File: config.mk
export PLATFORM = sky130hd
export DESIGN_NAME = clock_display_scan
export DESIGN_NICKNAME = d
export VERILOG_FILES = /design/src/rtl/clock_pkg.sv /design/src/rtl/bcd_to_7seg.sv /design/src/rtl/clock_display_scan.sv
export SDC_FILE = /design/constraint.sdc
export NUM_CORES = 1
export LEC_CHECK = 0
export CORE_AREA = 2 2 80 82
export DETAILED_ROUTE_END_ITERATION = 10
export DIE_AREA = 0 0 82 84
export PLACE_DENSITY = 0.84
export SLEW_MARGIN = 10
export SYNTH_ARGS = -nofsm -noshare
export SYNTH_HDL_FRONTEND = slang
export SYNTH_HIERARCHICAL = 1
export SYNTH_SLANG_ARGS = --single-unit
File: constraint.sdc
create_clock -name clk -period 2.7 [get_ports clk]
set_clock_uncertainty 0.15 [all_clocks]
set_input_delay 0.405 -clock clk [delete_from_list [all_inputs] [get_ports clk]]
set_output_delay 0.405 -clock clk [all_outputs]
set_load 0.02 [all_outputs]
File: src/rtl/clock_pkg.sv
// Shared constants for the multiplexed six-digit clock display.
// Segment patterns are active-high, bit6..bit0 = g,f,e,d,c,b,a.
package clock_pkg;
   localparam int NUM_DIGITS = 6;

   localparam logic [2:0] SLOT_COLON_A = 3'd2;
   localparam logic [2:0] SLOT_COLON_B = 3'd4;
   localparam logic [2:0] SLOT_LAST    = 3'd5;

   localparam logic [6:0] SEG_0    = 7'h3F;
   localparam logic [6:0] SEG_1    = 7'h06;
   localparam logic [6:0] SEG_2    = 7'h5B;
   localparam logic [6:0] SEG_3    = 7'h4F;
   localparam logic [6:0] SEG_4    = 7'h66;
   localparam logic [6:0] SEG_5    = 7'h6D;
   localparam logic [6:0] SEG_6    = 7'h7D;
   localparam logic [6:0] SEG_7    = 7'h07;
   localparam logic [6:0] SEG_8    = 7'h7F;
   localparam logic [6:0] SEG_9    = 7'h6F;
   localparam logic [6:0] SEG_DASH = 7'h40;
   localparam logic [6:0] SEG_OFF  = 7'h00;
endpackage

File: src/rtl/bcd_to_7seg.sv
// Combinational BCD to 7-segment decoder, active-high; non-BCD codes show a dash.
module bcd_to_7seg
   import clock_pkg::*;
(
   input  logic [3:0] bcd_i,
   output logic [6:0] seg_o
);
   always_comb begin
      seg_o = SEG_DASH;
      case (bcd_i)
         4'd0: seg_o = SEG_0;
         4'd1: seg_o = SEG_1;
         4'd2: seg_o = SEG_2;
         4'd3: seg_o = SEG_3;
         4'd4: seg_o = SEG_4;
         4'd5: seg_o = SEG_5;
         4'd6: seg_o = SEG_6;
         4'd7: seg_o = SEG_7;
         4'd8: seg_o = SEG_8;
         4'd9: seg_o = SEG_9;
         default: seg_o = SEG_DASH;
      endcase
   end
endmodule

File: src/rtl/clock_display_scan.sv
// Six-digit multiplexed display scanner with per-slot blanking, frame-level
// digit snapshot, leading-zero suppression and a blinking colon.
module clock_display_scan
   import clock_pkg::*;
#(
   parameter int SCAN_DIV   = 50000,
   parameter int BLANK_CYC  = 16,
   parameter int ACTIVE_LOW = 1
) (
   input  logic                  clk,
   input  logic                  rst,
   input  logic                  tick_1hz,
   input  logic [3:0]            h_tens,
   input  logic [3:0]            h_ones,
   input  logic [3:0]            m_tens,
   input  logic [3:0]            m_ones,
   input  logic [3:0]            s_tens,
   input  logic [3:0]            s_ones,
   output logic [NUM_DIGITS-1:0] an,
   output logic [6:0]            seg,
   output logic                  dp
);
   localparam int            PW      = $clog2(SCAN_DIV);
   localparam logic [PW-1:0] TERM    = PW'(SCAN_DIV - 1);
   localparam logic [PW-1:0] BLANK_P = PW'(BLANK_CYC);
   localparam logic          POL     = (ACTIVE_LOW != 0);

   logic [PW-1:0]                presc_q;
   logic [2:0]                   slot_q;
   logic                         colon_q;
   logic [NUM_DIGITS-1:0][3:0]   shd_q;
   logic [NUM_DIGITS-1:0]        an_q,  an_d;
   logic [6:0]                   seg_q, seg_d;
   logic                         dp_q,  dp_d;

   logic [3:0] digit_sel;
   logic [6:0] dec_seg;
   logic       lit;

   always_comb begin
      digit_sel = shd_q[5];
      case (slot_q)
         3'd0: digit_sel = shd_q[0];
         3'd1: digit_sel = shd_q[1];
         3'd2: digit_sel = shd_q[2];
         3'd3: digit_sel = shd_q[3];
         3'd4: digit_sel = shd_q[4];
         default: digit_sel = shd_q[5];
      endcase
   end

   bcd_to_7seg u_dec (
      .bcd_i (digit_sel),
      .seg_o (dec_seg)
   );

   // Everything is computed lit-high; polarity is applied only at the registers.
   always_comb begin
      lit   = (presc_q >= BLANK_P);
      an_d  = '0;
      seg_d = SEG_OFF;
      dp_d  = 1'b0;
      if (lit) begin
         an_d = NUM_DIGITS'(1) << slot_q;
         if (!(slot_q == SLOT_LAST && digit_sel == 4'd0))
            seg_d = dec_seg;
         dp_d = colon_q && (slot_q == SLOT_COLON_A || slot_q == SLOT_COLON_B);
      end
   end

   always_ff @(posedge clk or negedge rst) begin
      if (!rst) begin
         presc_q <= '0;
         slot_q  <= '0;
         colon_q <= 1'b0;
         shd_q   <= '0;
         an_q    <= {NUM_DIGITS{POL}};
         seg_q   <= {7{POL}};
         dp_q    <= POL;
      end else begin
         an_q  <= an_d ^ {NUM_DIGITS{POL}};
         seg_q <= seg_d ^ {7{POL}};
         dp_q  <= dp_d ^ POL;
         if (tick_1hz)
            colon_q <= ~colon_q;
         if (presc_q == TERM) begin
            presc_q <= '0;
            if (slot_q == SLOT_LAST) begin
               slot_q <= '0;
               shd_q  <= {h_tens, h_ones, m_tens, m_ones, s_tens, s_ones};
            end else begin
               slot_q <= slot_q + 3'd1;
            end
         end else begin
            presc_q <= presc_q + PW'(1);
         end
      end
   end

   assign an  = an_q;
   assign seg = seg_q;
   assign dp  = dp_q;
endmodule

==> load_flow_metrics.sql <==
INSERT INTO impl_metrics (metric_group, metric, value, unit) VALUES
('setup_path', 'worstSetupStartpointType', 'flip-flop', ''),
('sta', 'period_needed', '2.490', 'ns'),
('global_routing', 'grt_antenna_before_repair', '0', ''),
('global_routing', 'grt_overflow_total', '0', ''),
('sta', 'maxSlewHeadroom', '58.06', '%'),
('sta', 'fin_tns_setup', '0', 'ns'),
('setup_path', 'crit_slowest_cell', 'sky130_fd_sc_hd__dfrtp_1', ''),
('setup_path', 'critPathRequiredTime', '2.80', 'ns'),
('route', 'vias_per_cell', '5.259', ''),
('layout', 'finalNetCount', '328', ''),
('global_routing', 'global_route.usage.total', '18.82', '%'),
('logic_synthesis', 'synth_area_leaders', 'sky130_fd_sc_hd__dfrtp_1 (38%), sky130_fd_sc_hd__dfstp_2 (13%), sky130_fd_sc_hd__mux2_4 (10%)', ''),
('clock_tree', 'cts_inserted_buffers', '9', ''),
('clock_tree', 'ctsRootBufferMaster', 'sky130_fd_sc_hd__clkbuf_8', ''),
('logic_synthesis', 'synth_top_cell_area_share', '38.36', '%'),
('placed_design', 'gp_congestion', '0.8168', ''),
('sta', 'final.period_utilization', '92.22', '%'),
('power_and_ir_drop', 'power-per-cell-area', '528.1', 'nW/um2'),
('sta', 'worstMarginPinSlew', '0.6291', 'ns'),
('layout', 'antennaDiodeCount', '0', ''),
('route', 'highest-signal-layer', 'met4', ''),
('floorplanning', 'dieWidth', '82', 'um'),
('route', 'routed_wire_length_per_instance', '15.07', 'um'),
('logic_synthesis', 'synth-edff-count', '0', ''),
('route', 'detail_route.iter0.violations', '158', ''),
('global_routing', 'grt_pass1_vias', '2016', ''),
('setup_path', 'worst-setup-path-type', 'flip-flop to flip-flop', ''),
('placed_design', 'place_area', '3379', 'um2'),
('setup_path', 'top_cell_by_count_worst_path', 'sky130_fd_sc_hd__ha_1', ''),
('floorplanning', 'floorplan.initialDensity', '47.09', '%'),
('clock_tree', 'clock_tree_from_tritoncts', 'yes', ''),
('logic_synthesis', 'synth.ff_latch_count', '58', ''),
('placed_design', 'dpl_worst_slack', '0.2456', 'ns'),
('route', 'detail_route.first_pass.iterations', '5', ''),
('setup_path', 'crit_fanout', '8', ''),
('sta', 'grt_setup_unrepaired', 'no', ''),
('sta', 'setup_slack', '0.2102', 'ns'),
('clock_tree', 'cts_setup_buffers', '0', ''),
('floorplanning', 'design.core.area', '6096', 'um2'),
('logic_synthesis', 'number_of_distinct_library_cells_after_synthesis', '45', ''),
('floorplanning', 'floorplan.die_area', '6888', 'um2'),
('setup_path', 'cp-end-kind', 'flip-flop', ''),
('setup_path', 'critical_path.max_stage_delay', '0.37', 'ns'),
('layout', 'final_layout_size_suffix_gt1_share', '23.57', '%'),
('floorplanning', 'core.rowCount', '29', ''),
('floorplanning', 'num_io_pins', '41', ''),
('clock_tree', 'cts_buffer_depth', '2', ''),
('logic_synthesis', 'async_flop_share', '100.0', '%'),
('logic_synthesis', 'yosysSeqAreaShare', '51.18', '%'),
('outcome', 'run_status', 'finished clean', ''),
('route', 'drt_wl_total', '5635', 'um'),
('clock_tree', 'cts.sink_count', '58', ''),
('sta', 'setup_violations', '0', ''),
('logic_synthesis', 'synth.net_count', '277', ''),
('global_routing', 'wire_length_of_the_first_global_routing_pass', '9756', 'um'),
('layout', 'area_growth_syn_to_layout', '24.98', '%'),
('setup_path', 'critical_path.cell_chain', 'and2_1 -> ha_1 -> a21o_1 -> o311a_1 -> nor2_1 -> inv_1 -> ha_1 -> nor2b_1 -> o31a_1 -> o211ai_1', ''),
('logic_synthesis', 'syn_area', '2870', 'um2'),
('logic_synthesis', 'synth_flop_cell', 'sky130_fd_sc_hd__dfrtp_1', ''),
('power_and_ir_drop', 'max-vdd-ir-drop', '0.3725', 'mV'),
('setup_path', 'cp_arrival', '2.59', 'ns'),
('power_and_ir_drop', 'cellLeakagePower', '0.001653', 'uW'),
('sta', 'drv_slew', '0', ''),
('route', 'via_count', '1967', ''),
('layout', 'finish.instance_area', '3587', 'um2'),
('placed_design', 'detailed_place_hpwl', '3966', 'um'),
('logic_synthesis', 'synthesis.area_per_instance', '11.91', 'um2'),
('sta', 'clock.fmax', '401.6', 'MHz'),
('min_path', 'hold_removal_path_class', 'flip-flop to flip-flop', ''),
('clock_tree', 'h-tree-depth', '3', ''),
('logic_synthesis', 'yosysMostFrequentCell', 'sky130_fd_sc_hd__dfrtp_1', '');
==> critical path: cells and delay by family, from the launching register on <==
| kind | cells | cell delay [ns] |
|---|---|---|
| compound gates | 4 | 0.77 |
| flops | 1 | 0.37 |
| buf+inv | 1 | 0.14 |
| simple gates | 3 | 0.52 |
| fa+ha+maj | 2 | 0.46 |
==> kinds of logic (layout without fill, tap and decap cells) <==
| group | count (synthesis) | count (layout) | synth area share [%] |
|---|---|---|---|
| simple gates | 76 | 76 | 13.56 |
| flops | 58 | 58 | 51.18 |
| compound gates | 33 | 33 | 8.587 |
| mux | 29 | 29 | 13.95 |
| buf+inv | 19 | 75 | 3.618 |
| xor+xnor | 17 | 17 | 5.187 |
| fa+ha+maj | 9 | 9 | 3.923 |
==> registers in the layout, summed over array words and instances (netlist names) <==
register / count
an: 6
colon_q: 1
dp: 1
presc_q: 16
seg: 7
shd_q: 24
slot_q: 3
==> area by class of cell <==
type | instances | area (um2)
Fill cell | 496 | 2509
Sequential cell | 58 | 1469
Multi-Input combinational cell | 164 | 1305
Timing Repair Buffer | 50 | 485.5
Clock buffer | 14 | 162.7
Tap cell | 77 | 96.34
Clock inverter | 2 | 35.03
Inverter | 9 | 33.78
==> through the flow <==
step / utilization (%) / std cells / power [uW] / hold slack (ns)
after floorplan: - / 241 / 1022 / -0.04059
after global placement: 55.44 / 357 / 1109 / 0.3022
after detailed placement: 55.44 / 357 / 1115 / 0.3045
after CTS: 58.85 / 374 / 1918 / 0.3238
after global routing: 58.85 / 374 / 1974 / 0.3315
final: 58.85 / 374 / 1895 / 0.3224
==> worst paths after layout <==
| check | startpoint | endpoint | slack (ns) | cells after the start |
|---|---|---|---|---|
| max | slot_q[1] | seg[5] | 0.21 | 10 |
| min | colon_q | colon_q | 0.32 | 1 |
| max reg2reg | slot_q[1] | seg[5] | 0.21 | 10 |
| min reg2reg | colon_q | colon_q | 0.32 | 1 |
| max in group asynchronous | rst | seg[4] | 1.27 | 3 |
| min in group asynchronous | rst | presc_q[5] | 0.48 | 2 |
==> where the power goes <==
part           switching [uW]  internal [uW]
clock network             318            476
logic                    70.3           98.4
registers                20.6            911
==> cell usage in the layout (no fill, tap or decap), types with 2 or more instances in the layout <==
| master | Yosys | layout |
|---|---|---|
| sky130_fd_sc_hd__dfrtp_1 | 44 | 44 |
| sky130_fd_sc_hd__clkdlybuf4s50_1 | 0 | 39 |
| sky130_fd_sc_hd__nor2_1 | 24 | 23 |
| sky130_fd_sc_hd__mux2_4 | 20 | 20 |
| sky130_fd_sc_hd__nand2_1 | 16 | 16 |
| sky130_fd_sc_hd__dfstp_2 | 14 | 14 |
| sky130_fd_sc_hd__xor2_1 | 12 | 12 |
| sky130_fd_sc_hd__clkbuf_8 | 0 | 11 |
| sky130_fd_sc_hd__inv_1 | 9 | 9 |
| sky130_fd_sc_hd__nand3_1 | 9 | 9 |
| sky130_fd_sc_hd__ha_1 | 9 | 9 |
| sky130_fd_sc_hd__mux2_2 | 8 | 8 |
| sky130_fd_sc_hd__o211ai_1 | 8 | 8 |
| sky130_fd_sc_hd__buf_4 | 0 | 8 |
| sky130_fd_sc_hd__nor2b_1 | 7 | 7 |
| sky130_fd_sc_hd__xnor2_1 | 5 | 5 |
| sky130_fd_sc_hd__o21ai_0 | 4 | 4 |
| sky130_fd_sc_hd__nor3_1 | 4 | 4 |
| sky130_fd_sc_hd__o22ai_1 | 4 | 4 |
| sky130_fd_sc_hd__a21o_1 | 3 | 3 |
| sky130_fd_sc_hd__and2_1 | 3 | 3 |
| sky130_fd_sc_hd__clkbuf_1 | 3 | 3 |
| sky130_fd_sc_hd__a211oi_1 | 2 | 2 |
| sky130_fd_sc_hd__a21boi_0 | 2 | 2 |
| sky130_fd_sc_hd__a22oi_1 | 2 | 2 |
| sky130_fd_sc_hd__o311a_1 | 2 | 2 |
| sky130_fd_sc_hd__nand4_1 | 2 | 2 |
==> per-layer routing <==
layer,track usage [%],vias to the layer above
met5,0,-
met4,7.727,0
met3,6.061,12
met2,28.09,58
met1,25.09,954
li1,-,943
==> what timing repair did <==
action | CTS | global route
hold buffers | 1 | 0
endpoints found under the hold margin | 19 | 0
resized for setup | 0 | 0
setup endpoints to repair | 0 | 0
Power figures use the tool's default switching activity.
